### src/rtl/core_fetch_stage.sv
//============================================================================
// core_fetch_stage
//   First pipeline stage of the LETC core: owns the PC, issues word fetches
//   with at most one request outstanding, buffers {pc, instr, fault} entries
//   and hands them to decode over valid/ready. Redirects flush the buffer and
//   discard any in-flight response.
//   Optional feature macro: LETC_FETCH_ACCESS_FAULT_EN (store/present access
//   faults and stop fetching after a faulting entry until the next redirect).
// Revision: 1.0 - initial release
//============================================================================
`default_nettype none

module core_fetch_stage #(
    parameter logic [31:0] RESET_PC  = 32'h0000_0000,
    parameter int          BUF_DEPTH = 2
) (
    input  logic        i_clk,
    input  logic        i_rst,
    output logic        o_imem_req_valid,
    input  logic        i_imem_req_ready,
    output logic [31:0] o_imem_addr,
    input  logic        i_imem_rsp_valid,
    input  logic [31:0] i_imem_rsp_data,
    input  logic        i_imem_rsp_err,
    output logic        o_d_valid,
    input  logic        i_d_ready,
    output logic [31:0] o_d_instr,
    output logic [31:0] o_d_pc,
    output logic        o_d_fault,
    input  logic        i_redirect_valid,
    input  logic [31:0] i_redirect_pc
);

    localparam int PTR_W = $clog2(BUF_DEPTH);
    localparam int CNT_W = PTR_W + 1;
    localparam logic [CNT_W-1:0] DEPTH_C = CNT_W'(BUF_DEPTH);

    localparam logic [1:0] S_REQ   = 2'd0;
    localparam logic [1:0] S_WAIT  = 2'd1;
    localparam logic [1:0] S_DRAIN = 2'd2;
    localparam logic [1:0] S_HOLD  = 2'd3;

    logic [1:0]       state;
    logic [1:0]       state_next;
    logic [31:0]      pc;
    logic [31:0]      buf_pc    [BUF_DEPTH];
    logic [31:0]      buf_instr [BUF_DEPTH];
    logic             buf_fault [BUF_DEPTH];
    logic [PTR_W-1:0] rd_ptr;
    logic [PTR_W-1:0] wr_ptr;
    logic [CNT_W-1:0] count;
    logic [CNT_W-1:0] count_next;
    logic             fault_hold;
    logic             rsp_fault;
    logic             req_hs;
    logic             push;
    logic             pop;
    logic             not_empty;

`ifdef LETC_FETCH_ACCESS_FAULT_EN
    assign rsp_fault = i_imem_rsp_err;
`else
    // Fault reporting disabled: the error input is deliberately ignored.
    assign rsp_fault = i_imem_rsp_err & 1'b0;
`endif

    assign not_empty        = (count != '0);
    assign o_imem_req_valid = (state == S_REQ) && !i_rst;
    assign o_imem_addr      = pc;
    assign req_hs           = o_imem_req_valid && i_imem_req_ready;
    assign push             = (state == S_WAIT) && i_imem_rsp_valid && !i_redirect_valid;
    assign o_d_valid        = not_empty && !i_redirect_valid;
    assign pop              = o_d_valid && i_d_ready;
    assign o_d_instr        = not_empty ? buf_instr[rd_ptr] : 32'h0;
    assign o_d_pc           = not_empty ? buf_pc[rd_ptr]    : 32'h0;
    assign o_d_fault        = not_empty ? buf_fault[rd_ptr] : 1'b0;

    // Occupancy after this edge; a redirect flushes everything.
    always_comb begin
        count_next = count;
        if (i_redirect_valid) begin
            count_next = '0;
        end else begin
            count_next = count + CNT_W'(push) - CNT_W'(pop);
        end
    end

    // Fetch FSM next-state; redirect handling takes priority in every state.
    always_comb begin
        state_next = state;
        case (state)
            S_REQ: begin
                if (req_hs) begin
                    // An accepted address under redirect still owes a response.
                    state_next = i_redirect_valid ? S_DRAIN : S_WAIT;
                end
            end
            S_WAIT: begin
                if (i_redirect_valid) begin
                    state_next = i_imem_rsp_valid ? S_REQ : S_DRAIN;
                end else if (i_imem_rsp_valid) begin
                    if (rsp_fault)
                        state_next = S_HOLD;
                    else
                        state_next = (count_next < DEPTH_C) ? S_REQ : S_HOLD;
                end
            end
            S_DRAIN: begin
                if (i_imem_rsp_valid) begin
                    state_next = (count_next < DEPTH_C) ? S_REQ : S_HOLD;
                end
            end
            S_HOLD: begin
                if (i_redirect_valid)
                    state_next = S_REQ;
                else if (!fault_hold && (count_next < DEPTH_C))
                    state_next = S_REQ;
            end
            default: state_next = S_REQ;
        endcase
    end

    // State, PC, buffer pointers and fault latch.
    always_ff @(posedge i_clk or posedge i_rst) begin
        if (i_rst) begin
            state      <= S_REQ;
            pc         <= RESET_PC;
            rd_ptr     <= '0;
            wr_ptr     <= '0;
            count      <= '0;
            fault_hold <= 1'b0;
        end else begin
            state <= state_next;
            count <= count_next;
            if (i_redirect_valid) begin
                pc         <= {i_redirect_pc[31:2], 2'b00};
                rd_ptr     <= '0;
                wr_ptr     <= '0;
                fault_hold <= 1'b0;
            end else begin
                if (push) begin
                    wr_ptr <= wr_ptr + PTR_W'(1);
                    if (rsp_fault)
                        fault_hold <= 1'b1;
                    else
                        pc <= pc + 32'd4;
                end
                if (pop)
                    rd_ptr <= rd_ptr + PTR_W'(1);
            end
        end
    end

    // Buffer storage: written only on a push.
    always_ff @(posedge i_clk or posedge i_rst) begin
        if (i_rst) begin
            for (int i = 0; i < BUF_DEPTH; i++) begin
                buf_pc[i]    <= 32'h0;
                buf_instr[i] <= 32'h0;
                buf_fault[i] <= 1'b0;
            end
        end else if (push) begin
            buf_pc[wr_ptr]    <= pc;
            buf_instr[wr_ptr] <= i_imem_rsp_data;
            buf_fault[wr_ptr] <= rsp_fault;
        end
    end

endmodule

`default_nettype wire

### config.mk
export PLATFORM = sky130hd
export DESIGN_NAME = core_fetch_stage
export DESIGN_NICKNAME = d
export VERILOG_FILES = /design/src/rtl/core_fetch_stage.sv
export SDC_FILE = /design/constraint.sdc
export NUM_CORES = 1
export LEC_CHECK = 0
export ABC_AREA = 1
export BUFFER_PORTS_ARGS = -buffer_cell sky130_fd_sc_hd__buf_2
export CAP_MARGIN = 20
export CORE_MARGIN = 1.5
export CORE_UTILIZATION = 35
export DETAILED_ROUTE_END_ITERATION = 12
export MAX_ROUTING_LAYER = met4
export PLACE_DENSITY = 0.66
export SYNTH_ARGS = -nofsm -noshare
export SYNTH_HDL_FRONTEND = slang
export SYNTH_SLANG_ARGS = --single-unit
### constraint.sdc
create_clock -name i_clk -period 6.95 [get_ports i_clk]
set_clock_uncertainty 0.2 [all_clocks]
set_input_delay 1.39 -clock i_clk [delete_from_list [all_inputs] [get_ports i_clk]]
set_output_delay 1.39 -clock i_clk [all_outputs]
set_load 0.01 [all_outputs]
======== Word-level counts from Yosys, hierarchy flattened ========
Cells that the tools add are included.
Widths: inputs -> output; s select.
operators by class
  add/sub/neg operators ................... 5
  magnitude comparators ................... 4
  eq/ne operators ......................... 5
  muxes and demuxes ....................... 34
  bitwise operators ....................... 4
  reductions and logical operators ........ 14
operators by type and width
  kind                   count
  $mux 32                11
  $bwmux 64              2
  $add 32x3->32 const B  1
  $demux 32 s1           1
  $mux 2                 9
  $mux 1                 9
  $pmux 2 s4             1
  $logic_and 1x1->1      7
  $reduce_bool 2->1      3
  $eq 2x2->1 const B     2
  $ge 2x2->1 const B     2
  $not 1->2              2
  $ne 3x3->1 const B     1
  $add 1x1->1 const B    2
  $add 2x1->2            1
  $and 2x2->2            1
  $eq 2x1->1 const B     1
  $logic_not 1->1        2
  $logic_not 2->1        1
  $lt 2x1->1 const B     1
  $lt 2x2->1 const B     1
  $ne 2x2->1 const B     1
  $not 2->2              1
  $reduce_and 2->1       1
  other kinds (2)        2
word-level totals
  register bits ........................... 168
  output and inout bits ................... 99
  word-level logic and storage cells ...... 77

======== Depth between registers and ports, before layout ========
  depth in word-level cells ............... 11
  gate-level depth with buffers ........... 15
  gate-level depth less buffers ........... 15

======== Worst setup path after synthesis ========
No wires, ideal clock.
  path kind ............................... input to register
  from .................................... in i_rst
  to ...................................... reg state[0]
  setup time .............................. 0.066 ns
  arrival ................................. 5.209 ns
  required time ........................... 6.684 ns
  path slack .............................. 1.475 ns
  stages on the path ...................... 7
  path through ............................ inv_1 > nand2_1 > nand2_1 > nand2_1 > inv_1 > nand2_1 > nand2_1
on the way
  longest elaborated chain between the ends .. 5
ends and longest elaborated chain
  item                        line  RTL
  start: declaration          18    input logic i_rst,
  $logic_not 1->1 (no line)   n/a
  $logic_and 1x1->1           68    assign o_imem_req_valid = (state == S_REQ) && !i_rst;
  $logic_and 1x1->1           70    assign req_hs = o_imem_req_valid && i_imem_req_ready;
  $ne 2x2->1 (no line)        n/a
  $reduce_and 2->1 (no line)  n/a
  end signal: assignment      133   state <= state_next;
  end: declaration            43    logic [1:0] state;
No other way between the ends.
A chain may end at the register's enable or synchronous reset.

======== Final worst setup path ========
  from .................................... reg rd_ptr
  to ...................................... out o_d_pc[17]
on the way
  longest elaborated chain between the ends .. 5
ends and longest elaborated chain
  item                                         line  RTL
  start: declaration                           49    logic [PTR_W-1:0] rd_ptr;
  start signal: assignment                     149   rd_ptr <= rd_ptr + PTR_W'(1);
  $not 1->2 (not written as such)              75    assign o_d_pc = not_empty ? buf_pc[rd_ptr] : 32'h0;
  $mux 32 (not written as such) (3 in series)  75
  $mux 32                                      75
  end: declaration                             28    output logic [31:0] o_d_pc,
No other way between the ends. The select of a mux whose other input is x is not followed.

==> impl_metrics.ini <==
[die]
die_x_um = 155
pin_count = 170
core_region_area_um2 = 22700
design.die.area_um2 = 24100
initial_core_util_pct = 35.8
die_y_um = 155
rows = 55

[clock_network]
cts_root_buf = clkbuf_16
cts_buffer_depth = 2
htree_levels = 4
insertion_delay_ns = 0.43
cts_tree = yes
cts_setup_buffers = 0
clock-sinks = 162
cts_made_buffers = 17
clkTransAtPathRegs_ns = 0.08
post_cts_resized = 0
postCtsHoldBufs = 0

[synth]
ys_types = 30
synth_area_leaders = dfrtp_1, nand2_1, o21ai_1
ys_warn_count = 0
synth.top_cell.area_share_pct = 49.9
ys_ff_latch = 162
syn_area_per_cell_um2 = 7.44
synth_top_area_cell = dfrtp_1
synth.cell_area_um2 = 8120
ys_seq_area_share_pct = 49.9
netlist_instances = 1091

[cells_and_area]
final_util_pct = 42.4
fillCellCount = 2376
syn_to_final_growth_pct = 18.5
drive_above_1_share_pct = 18.0
finalNetCount = 1299
diodes = 0

[min_path]
holdCritPathClass = flop to flop
min_to = buf_instr[29]
hp-start = buf_instr[29]
whs_path_depth = 2

[sta]
fin_crit_ns = 4.09
max_freq_ghz = 0.245
period_share_pct = 58.8
final_hold_viol_count = 0
rsz0062_at_grt = no
relSlewSlack_pct = 39.2
finalSetupTns_ns = 0
slew_violations = 0
tightest_slew_ns = 0.912
setup_slack_ns = 2.86
setup_viol = 0

[detailed_routing]
routed_via_density = 4.85
route.vias.total = 7392
wl_per_cell_um = 14.5
drc = 0
ant_nets = 0
wirelength_um = 22100
drtIter0Drc = 613
dr.pass1.iters = 5

[worst_setup_path]
rrSetupSlack_ns = 4.25
start_kind = flop
worst_ep_required_time_ns = 5.36
crit_arrival_ns = 2.50
cp_max_fo = 65
cp-end-kind = output port
rr_startpoint = count[1]
reg2reg_depth = 16
reg2reg_to = state[0]
worstSetupPathType = flop to output port

[global_routing]
use_met1_pct = 27.2
grt_pass1_vias = 6965
gr-usage-met2_pct = 29.7
grt_max_degree = 102
top_usage_layer = met2
use_met3_pct = 2.95
grt_pass1_wl_um = 36300
grt_overflow = 0
grt_use_total_pct = 19.6
grt_antenna_before_repair = 0

[power_and_ir_drop]
ir_worst_vdd_uv = 152
power_w = 0.00331
leakagePower_nw = 4.88
pwr_density_cell_nw_per_um2 = 344

[placement]
gp_congestion = 0.885
dp_slack_ns = 2.88
post-dp-hpwl_um = 14700
io_buffers = 162

[status]
outcome = completed

[flow_run]
maxCapViolations = 0
sequential cells by signal, indices dropped and copies added, names as in the netlist:
register     count
buf_pc          60
state            2
buf_fault        2
wr_ptr           1
count            2
rd_ptr           1
buf_instr       64
o_imem_addr     30
worst max path at each step:
| stage | startpoint | end | slack (ns) |
|---|---|---|---|
| 2_1_floorplan | i_rst | buf_fault[0] | 0.96 |
| 3_3_place_gp | i_redirect_valid | buf_pc[63] | 2.91 |
| 3_5_place_dp | i_redirect_valid | buf_instr[41] | 2.88 |
| 4_1_cts | rd_ptr | o_d_pc[13] | 2.81 |
| 5_1_grt | rd_ptr | o_d_pc[19] | 2.66 |
| 6_report | rd_ptr | o_d_pc[17] | 2.86 |
metal layers:
metal	share of wire, %	vias to the layer above	wire [um]
met2	45	260	9840
met3	6.0	22	1340
met5	0	-	0
met4	1.5	0	330
li1	-	3720	-
met1	48	3390	10600
cells by family after synthesis:
| logic type | Yosys count | share of synthesized area, % |
|---|---|---|
| buf+inv | 148 | 8.35 |
| other cells | 1 | 0.0462 |
| flops | 162 | 49.9 |
| fa+ha+maj | 3 | 0.462 |
| compound gates | 212 | 13.4 |
| xor+xnor | 5 | 0.539 |
| simple gates | 560 | 27.3 |
synthesized netlist by cell type (all sizes together):
cell type,number
nor2,101
a31oi,1
nor3,3
a21oi,68
ha,3
nand3,48
buf,29
a211oi,1
or2,2
xor2,5
o211ai,2
o21ai,139
clkbuf,29
nand4,2
conb,1
nand2,404
inv,90
o22ai,1
dfrtp,162
cell type report:
| class | count | area [um^2] | area share [%] |
|---|---|---|---|
| Clock buffer | 17 | 425 | 4.42 |
| Clock inverter | 15 | 161 | 1.68 |
| Inverter | 90 | 349 | 3.63 |
| Multi-Input combinational cell | 784 | 3410 | 35.4 |
| Sequential cell | 162 | 4060 | 42.1 |
| Tap cell | 285 | 357 | 3.70 |
| Timing Repair Buffer | 170 | 871 | 9.05 |
per-stage QoR:
step	std cells	hold WS (ns)	area (um^2)
floorplan	1094	0.253	8130
global placement	1491	0.265	9040
detailed placement	1491	0.268	9040
CTS	1523	0.284	9630
global route	1523	0.310	9630
finish	1523	0.284	9630
placed cells by master, fill, tap and decap left out, drive strengths merged:
cell | Yosys | layout
nand2 | 404 | 404
buf | 29 | 170
dfrtp | 162 | 162
o21ai | 139 | 139
nor2 | 101 | 101
inv | 90 | 100
a21oi | 68 | 68
nand3 | 48 | 48
clkbuf | 29 | 17
xor2 | 5 | 5
conb | 1 | 4
clkinv | 0 | 4
nor3 | 3 | 3
ha | 3 | 3
o211ai | 2 | 2
nand4 | 2 | 2
or2 | 2 | 2
a31oi | 1 | 1
o22ai | 1 | 1
a211oi | 1 | 1
bufinv | 0 | 1
report_power, final:
part	internal (W)	switching (W)	total [W]
Combinational	0.000333	0.000542	0.000876
Clock	0.000512	0.000428	0.000940
Sequential	0.00128	0.000214	0.00149
Total	0.00212	0.00118	0.00331
worst max-delay path: stages, from the launching register on:
cell     delay (ns)
dfrtp_2        0.39
buf_4          0.35
inv_2          0.11
buf_4          0.60
nand2_1        0.12
a21oi_1        0.28
buf_2          0.20
(Power assumes the default switching activity.)
